File: src/rtl/sync_reg_feeder_pkg.sv
// Shared types and sizing helpers for the register-synchroniser feeder.
package sync_feeder_pkg;

   typedef enum logic [1:0] {
      IDLE = 2'd0,
      PEND = 2'd1,
      GAP  = 2'd2
   } feederState_t;

   // Width needed to hold the holdoff count; never narrower than one bit.
   function automatic int gapCntW(input int minGap);
      return (minGap < 1) ? 1 : $clog2(minGap + 1);
   endfunction

endpackage

File: src/rtl/sync_reg_feeder_if.sv
// Update-side and synchroniser-side signals of the feeder, bundled with modports.
interface sync_reg_feeder_if #(
   parameter int WIDTH = 32,
   parameter int CNT_W = 16
);
   logic             upd_valid;
   logic [WIDTH-1:0] upd_data;
   logic             sRDY;
   logic             sEN;
   logic [WIDTH-1:0] sD_IN;
   logic             pending;
   logic [CNT_W-1:0] drop_cnt;

   modport master (
      output upd_valid, upd_data, sRDY,
      input  sEN, sD_IN, pending, drop_cnt
   );

   modport slave (
      input  upd_valid, upd_data, sRDY,
      output sEN, sD_IN, pending, drop_cnt
   );
endinterface

File: src/rtl/sync_reg_feeder_sat_counter.sv
// Saturating up-counter; sticks at all-ones instead of wrapping.
module sat_counter #(
   parameter int W = 16
) (
   input  logic         sCLK,
   input  logic         sRST,
   input  logic         inc,
   output logic [W-1:0] value
);

   // NOTE: registers are written with <= so every flop samples pre-edge values.
   always_ff @(posedge sCLK) begin
      if (sRST) begin
         value <= '0;
      end else if (inc && (value != '1)) begin
         value <= value + W'(1);
      end
   end

endmodule

File: src/rtl/sync_reg_feeder.sv
// Holds the latest update and hands it to a register synchroniser via sEN/sRDY,
// with optional duplicate suppression, post-send holdoff and overwrite counting.
module sync_reg_feeder
   import sync_feeder_pkg::*;
#(
   parameter int               WIDTH        = 32,
   parameter logic [WIDTH-1:0] INIT         = '0,
   parameter int               MIN_GAP      = 0,
   parameter bit               SUPPRESS_DUP = 1'b1,
   parameter int               CNT_W        = 16
) (
   input logic               sCLK,
   input logic               sRST,
   sync_reg_feeder_if.slave  bus
);

   localparam int            GW       = gapCntW(MIN_GAP);
   localparam logic [GW-1:0] GAP_LOAD = GW'(MIN_GAP);
   localparam logic [GW-1:0] GAP_ONE  = GW'(1);

   feederState_t     state, stateNext;
   logic [GW-1:0]    gapCnt, gapCntNext;
   logic [WIDTH-1:0] holdQ, lastSent, dupRef;
   logic             pendingQ, pendingNext;
   logic             sendNow, accept, dropInc;
   logic [CNT_W-1:0] dropCnt;

   assign sendNow = pendingQ && bus.sRDY && (state != GAP);

   // A value leaving this cycle already counts as last-sent for the duplicate test.
   assign dupRef      = sendNow ? holdQ : lastSent;
   assign accept      = bus.upd_valid && !(SUPPRESS_DUP && (bus.upd_data == dupRef));
   assign dropInc     = accept && pendingQ && !sendNow;
   assign pendingNext = accept || (pendingQ && !sendNow);

   // NOTE: every always_comb output gets a default first so no path infers a latch.
   always_comb begin
      stateNext  = state;
      gapCntNext = gapCnt;
      case (state)
         GAP: begin
            if (gapCnt <= GAP_ONE) begin
               stateNext  = pendingNext ? PEND : IDLE;
               gapCntNext = '0;
            end else begin
               gapCntNext = gapCnt - GAP_ONE;
            end
         end
         default: begin
            if (sendNow && (MIN_GAP > 0)) begin
               stateNext  = GAP;
               gapCntNext = GAP_LOAD;
            end else begin
               stateNext  = pendingNext ? PEND : IDLE;
            end
         end
      endcase
   end

   always_ff @(posedge sCLK) begin
      if (sRST) begin
         state  <= IDLE;
         gapCnt <= '0;
      end else begin
         state  <= stateNext;
         gapCnt <= gapCntNext;
      end
   end

   // NOTE: the data registers are reset because sD_IN must read INIT out of reset.
   always_ff @(posedge sCLK) begin
      if (sRST) begin
         holdQ    <= INIT;
         lastSent <= INIT;
         pendingQ <= 1'b0;
      end else begin
         if (accept)  holdQ    <= bus.upd_data;
         if (sendNow) lastSent <= holdQ;
         pendingQ <= pendingNext;
      end
   end

   sat_counter #(.W(CNT_W)) u_dropCnt (
      .sCLK  (sCLK),
      .sRST  (sRST),
      .inc   (dropInc),
      .value (dropCnt)
   );

   assign bus.sEN      = sendNow;
   assign bus.sD_IN    = holdQ;
   assign bus.pending  = pendingQ;
   assign bus.drop_cnt = dropCnt;

endmodule

File: src/flat_wrapper.sv
// flat-port wrapper written by rule: the top's interface ports become plain ports
module sync_reg_feeder_flat import sync_feeder_pkg::*;
#(
   parameter int               WIDTH        = 32,
   parameter logic [WIDTH-1:0] INIT         = '0,
   parameter int               MIN_GAP      = 0,
   parameter bit               SUPPRESS_DUP = 1'b1,
   parameter int               CNT_W        = 16
)
  (sCLK, sRST, bus_upd_valid, bus_upd_data, bus_sRDY, bus_sEN, bus_sD_IN, bus_pending, bus_drop_cnt);
  sync_reg_feeder_if #(.WIDTH(WIDTH), .CNT_W(CNT_W)) bus_i ();
  input logic sCLK;
  input logic sRST;
  input wire logic [$bits(bus_i.upd_valid)-1:0] bus_upd_valid;
  input wire logic [$bits(bus_i.upd_data)-1:0] bus_upd_data;
  input wire logic [$bits(bus_i.sRDY)-1:0] bus_sRDY;
  output wire logic [$bits(bus_i.sEN)-1:0] bus_sEN;
  output wire logic [$bits(bus_i.sD_IN)-1:0] bus_sD_IN;
  output wire logic [$bits(bus_i.pending)-1:0] bus_pending;
  output wire logic [$bits(bus_i.drop_cnt)-1:0] bus_drop_cnt;
  assign bus_i.upd_valid = bus_upd_valid;
  assign bus_i.upd_data = bus_upd_data;
  assign bus_i.sRDY = bus_sRDY;
  assign bus_sEN = bus_i.sEN;
  assign bus_sD_IN = bus_i.sD_IN;
  assign bus_pending = bus_i.pending;
  assign bus_drop_cnt = bus_i.drop_cnt;
  sync_reg_feeder #(.WIDTH(WIDTH), .INIT(INIT), .MIN_GAP(MIN_GAP), .SUPPRESS_DUP(SUPPRESS_DUP), .CNT_W(CNT_W)) u_core (.sCLK(sCLK), .sRST(sRST), .bus(bus_i));
endmodule
File: config.mk
export PLATFORM = sky130hd
export DESIGN_NAME = sync_reg_feeder_flat
export DESIGN_NICKNAME = d
export VERILOG_FILES = /design/src/rtl/sync_reg_feeder_pkg.sv /design/src/rtl/sync_reg_feeder_if.sv /design/src/rtl/sync_reg_feeder_sat_counter.sv /design/src/rtl/sync_reg_feeder.sv /design/src/flat_wrapper.sv
export SDC_FILE = /design/constraint.sdc
export NUM_CORES = 1
export LEC_CHECK = 0
export BUFFER_PORTS_ARGS = -buffer_cell sky130_fd_sc_hd__buf_2
export CORE_MARGIN = 1
export CORE_UTILIZATION = 35
export CTS_BUF_LIST = sky130_fd_sc_hd__clkbuf_8
export DETAILED_ROUTE_END_ITERATION = 6
export PLACE_DENSITY_LB_ADDON = 0.08
export SLEW_MARGIN = 25
export SYNTH_ARGS = -nofsm -noshare
export SYNTH_HDL_FRONTEND = slang
export SYNTH_HIERARCHICAL = 1
export SYNTH_SLANG_ARGS = --single-unit
File: constraint.sdc
create_clock -name sCLK -period 7.16 [get_ports sCLK]
set_input_delay 1.432 -clock sCLK [delete_from_list [all_inputs] [get_ports sCLK]]
set_output_delay 1.432 -clock sCLK [all_outputs]
set_load 0.05 [all_outputs]
==> results.cfg <==
[clock_network]
post_cts_buffers = 0
cts_tree = built
cts_made_buffers = 9
cts.repair.resized = 0
htreeDepth = 3
cts_buffer_depth = 2
root_buffer = clkbuf_8
clock_latency_ns = 0.37
clk_pin_slew_ns = 0.08
cts_hold_buf = 0
clock_sinks = 81

[critical_path]
crit_path_frequent_cell = o221ai_1
cpLargestDelayFamily = simple AND/OR/NAND/NOR gates
worstSetupStartpointType = input port
crit_required_ns = 7.43
crit_chain = buf_2 > nand2_4 > inv_4 > o221ai_1 > nor4_2 > o221ai_1 > or4_1 > o31ai_4 > nor2_1 > nand2_1 > nor4bb_1 > mux2_2
crit_path_max_fanout = 43
slowest_stage = or4_1
path_buf_inv = 2
reg2reg_from = u_core/bus.pending
critical_path_class = input port to flop
arrival_ns = 4.55
startpoint = bus_sRDY
end_kind = flop
slowest_delay_ns = 0.59

[sta]
rsz0062_at_grt = false
fmax_ghz = 0.2335
worst_slack_ns = 2.877
min_period_ns = 4.283
clock_skew_ns = 0.01159
hold_viol_final = 0
finalMaxSlewViolations = 0
setup_viol = 0
setup_tns_ns = 0
tightest_slew_ns = 1.002
fin_crit_sh_pct = 59.82
max_slew_margin_pct = 33.21

[global_routing]
grt_max_degree = 115
grt_first_pass_wirelength_mm = 18.53
track_usage_pct = 19.05
grt_overflow = 0
antenna_found_initial = 0
grt_pass1_vias = 3544

[detailed_routing]
vias_per_cell = 5.120
drc = 0
ant_nets = 0
vias = 3681
drt_pre_antenna_iters = 5
drtIter0Drc = 204
post_drt_wl_per_cell_um = 16.14
drt_wl_total_mm = 11.61

[synthesis]
postSynthCellCount = 496
ys_top_cells_by_area = dfxtp_1 (38%), mux2i_1 (11%), nand2b_1 (10%), a21oi_1 (4.2%), nand2_1 (4.1%)
ys_ff_latch = 81
synth_flop_cell = dfxtp_1
yosysSeqAreaShare_pct = 37.84
synth_cell_types = 59
avgSynthCellArea_um2 = 8.640
ys_warn_count = 6
async_flop_share_pct = 0
synth_area_mm2 = 0.004285
yosys.area.top_type = dfxtp_1
yosysTopAreaCellShare_pct = 37.84
synth-edff-count = 0
synth_nets = 533

[placed_design]
dp_hpwl_mm = 8.200
pre_cts_ws_ns = 2.492
gp_congestion = 0.7837
io_buffers = 85
place_area_mm2 = 0.004745

[layout]
most-common-layout-cells = buf_2 (85), dfxtp_1 (81), nand2b_1 (70)
final_util_pct = 41.60
final_area_mm2 = 0.004976
antenna-diode-count = 0
num-nets-final = 606
syn_to_final_growth_pct = 16.12
fillCellCount = 1223
layout_commonest_cell = buf_2
drive_above_1_share_pct = 19.41

[hold_path]
hp-start = u_core/lastSent[19]
hold_class = flop to flop

[power_and_ir_drop]
p_leak_uw = 0.002093
ir_drop_mv = 0.08484
cellPowerDensity_mw_per_mm2 = 209.7

[die]
io_pins = 86
rows = 40
initial_core_util_pct = 35.83
core_area_mm2 = 0.01196
chipHeight_um = 112.7
die_area_mm2 = 0.01269
chipWidth_um = 112.7

[flow_run]
maxCapViolCount = 0

[run_status]
outcome = finished clean
final timing paths:
check / slack, ns / cells past startpoint / to
worst min-delay path: 0.46 / 2 / u_core/lastSent[19]
worst max-delay path: 2.88 / 12 / u_core/u_dropCnt/value[11]
worst max register to register: 3.63 / 11 / u_core/u_dropCnt/value[11]
worst min register to register: 0.46 / 2 / u_core/lastSent[19]
worst register-to-register path, delay by kind of cell, from the launching register on:
| kind | cells | cell delay (ns) |
|---|---|---|
| AOI/OAI and AO/OA | 3 | 0.60 |
| buffers and inverters | 1 | 0.45 |
| DFF | 1 | 0.41 |
| muxes | 1 | 0.30 |
| and+or+nand+nor | 6 | 1.68 |
through the flow:
stage,std cells,hold slack [ns],power [uW]
3_5_place_dp,705,0.4479,653.2
6_report,719,0.4574,1043
4_1_cts,719,0.4597,1061
5_1_grt,719,0.4946,1093
3_3_place_gp,705,0.4421,651.3
2_1_floorplan,496,0.4363,604.8
state kept, by name (all words and copies together) (netlist names):
register,flops
u_core/u_dropCnt/value,16
u_core/bus.pending,1
u_core/bus.sD_IN,32
u_core/lastSent,32
layer usage:
layer | routed length (um) | global-route usage [%] | up-vias | part of all wire [%]
met4 | 135 | 5.600 | 0 | 1.2
met2 | 5295 | 30.45 | 78 | 46
met3 | 466 | 4.644 | 8 | 4.0
li1 | - | - | 1871 | -
met1 | 5708 | 25.40 | 1724 | 49
met5 | 0 | 0 | - | 0
layout make-up:
| type | instances | area [um2] | share of cell area [%] |
|---|---|---|---|
| Clock buffer | 10 | 137.6 | 2.766 |
| Clock inverter | 4 | 93.84 | 1.886 |
| Inverter | 35 | 133.9 | 2.690 |
| Multi-Input combinational cell | 355 | 2365 | 47.52 |
| Sequential cell | 81 | 1622 | 32.59 |
| Tap cell | 147 | 183.9 | 3.696 |
| Timing Repair Buffer | 87 | 440.4 | 8.851 |
cells by family after synthesis:
logic type	share of synthesized area (%)
simple gates	26.04
compound gates	13.58
flops	37.84
buf+inv	7.182
mux	10.77
xor+xnor	4.292
fa+ha+maj	0.2919
cell usage after synthesis (2+ instances only):
cell type / instances
a2111oi_0: 2
a21oi_1: 36
a222oi_1: 2
and4_1: 3
buf_12: 3
buf_6: 2
clkbuf_1: 16
dfxtp_1: 81
inv_1: 34
mux2i_1: 45
nand2_1: 47
nand2b_1: 70
nand3_1: 11
nand4_1: 4
nor2_1: 22
nor2b_1: 6
nor3_1: 7
nor4_1: 6
o211ai_1: 2
o21ai_0: 8
o21ai_1: 3
o221ai_1: 5
o22ai_1: 10
o2bb2ai_1: 2
o31ai_1: 6
or3_1: 3
or4_1: 9
xnor2_1: 10
xor2_1: 11
power by group:
part	internal, uW	switching [uW]
logic	51.9	107
clock network	236	166
registers	465	17.7
(Power assumes the default switching activity.)
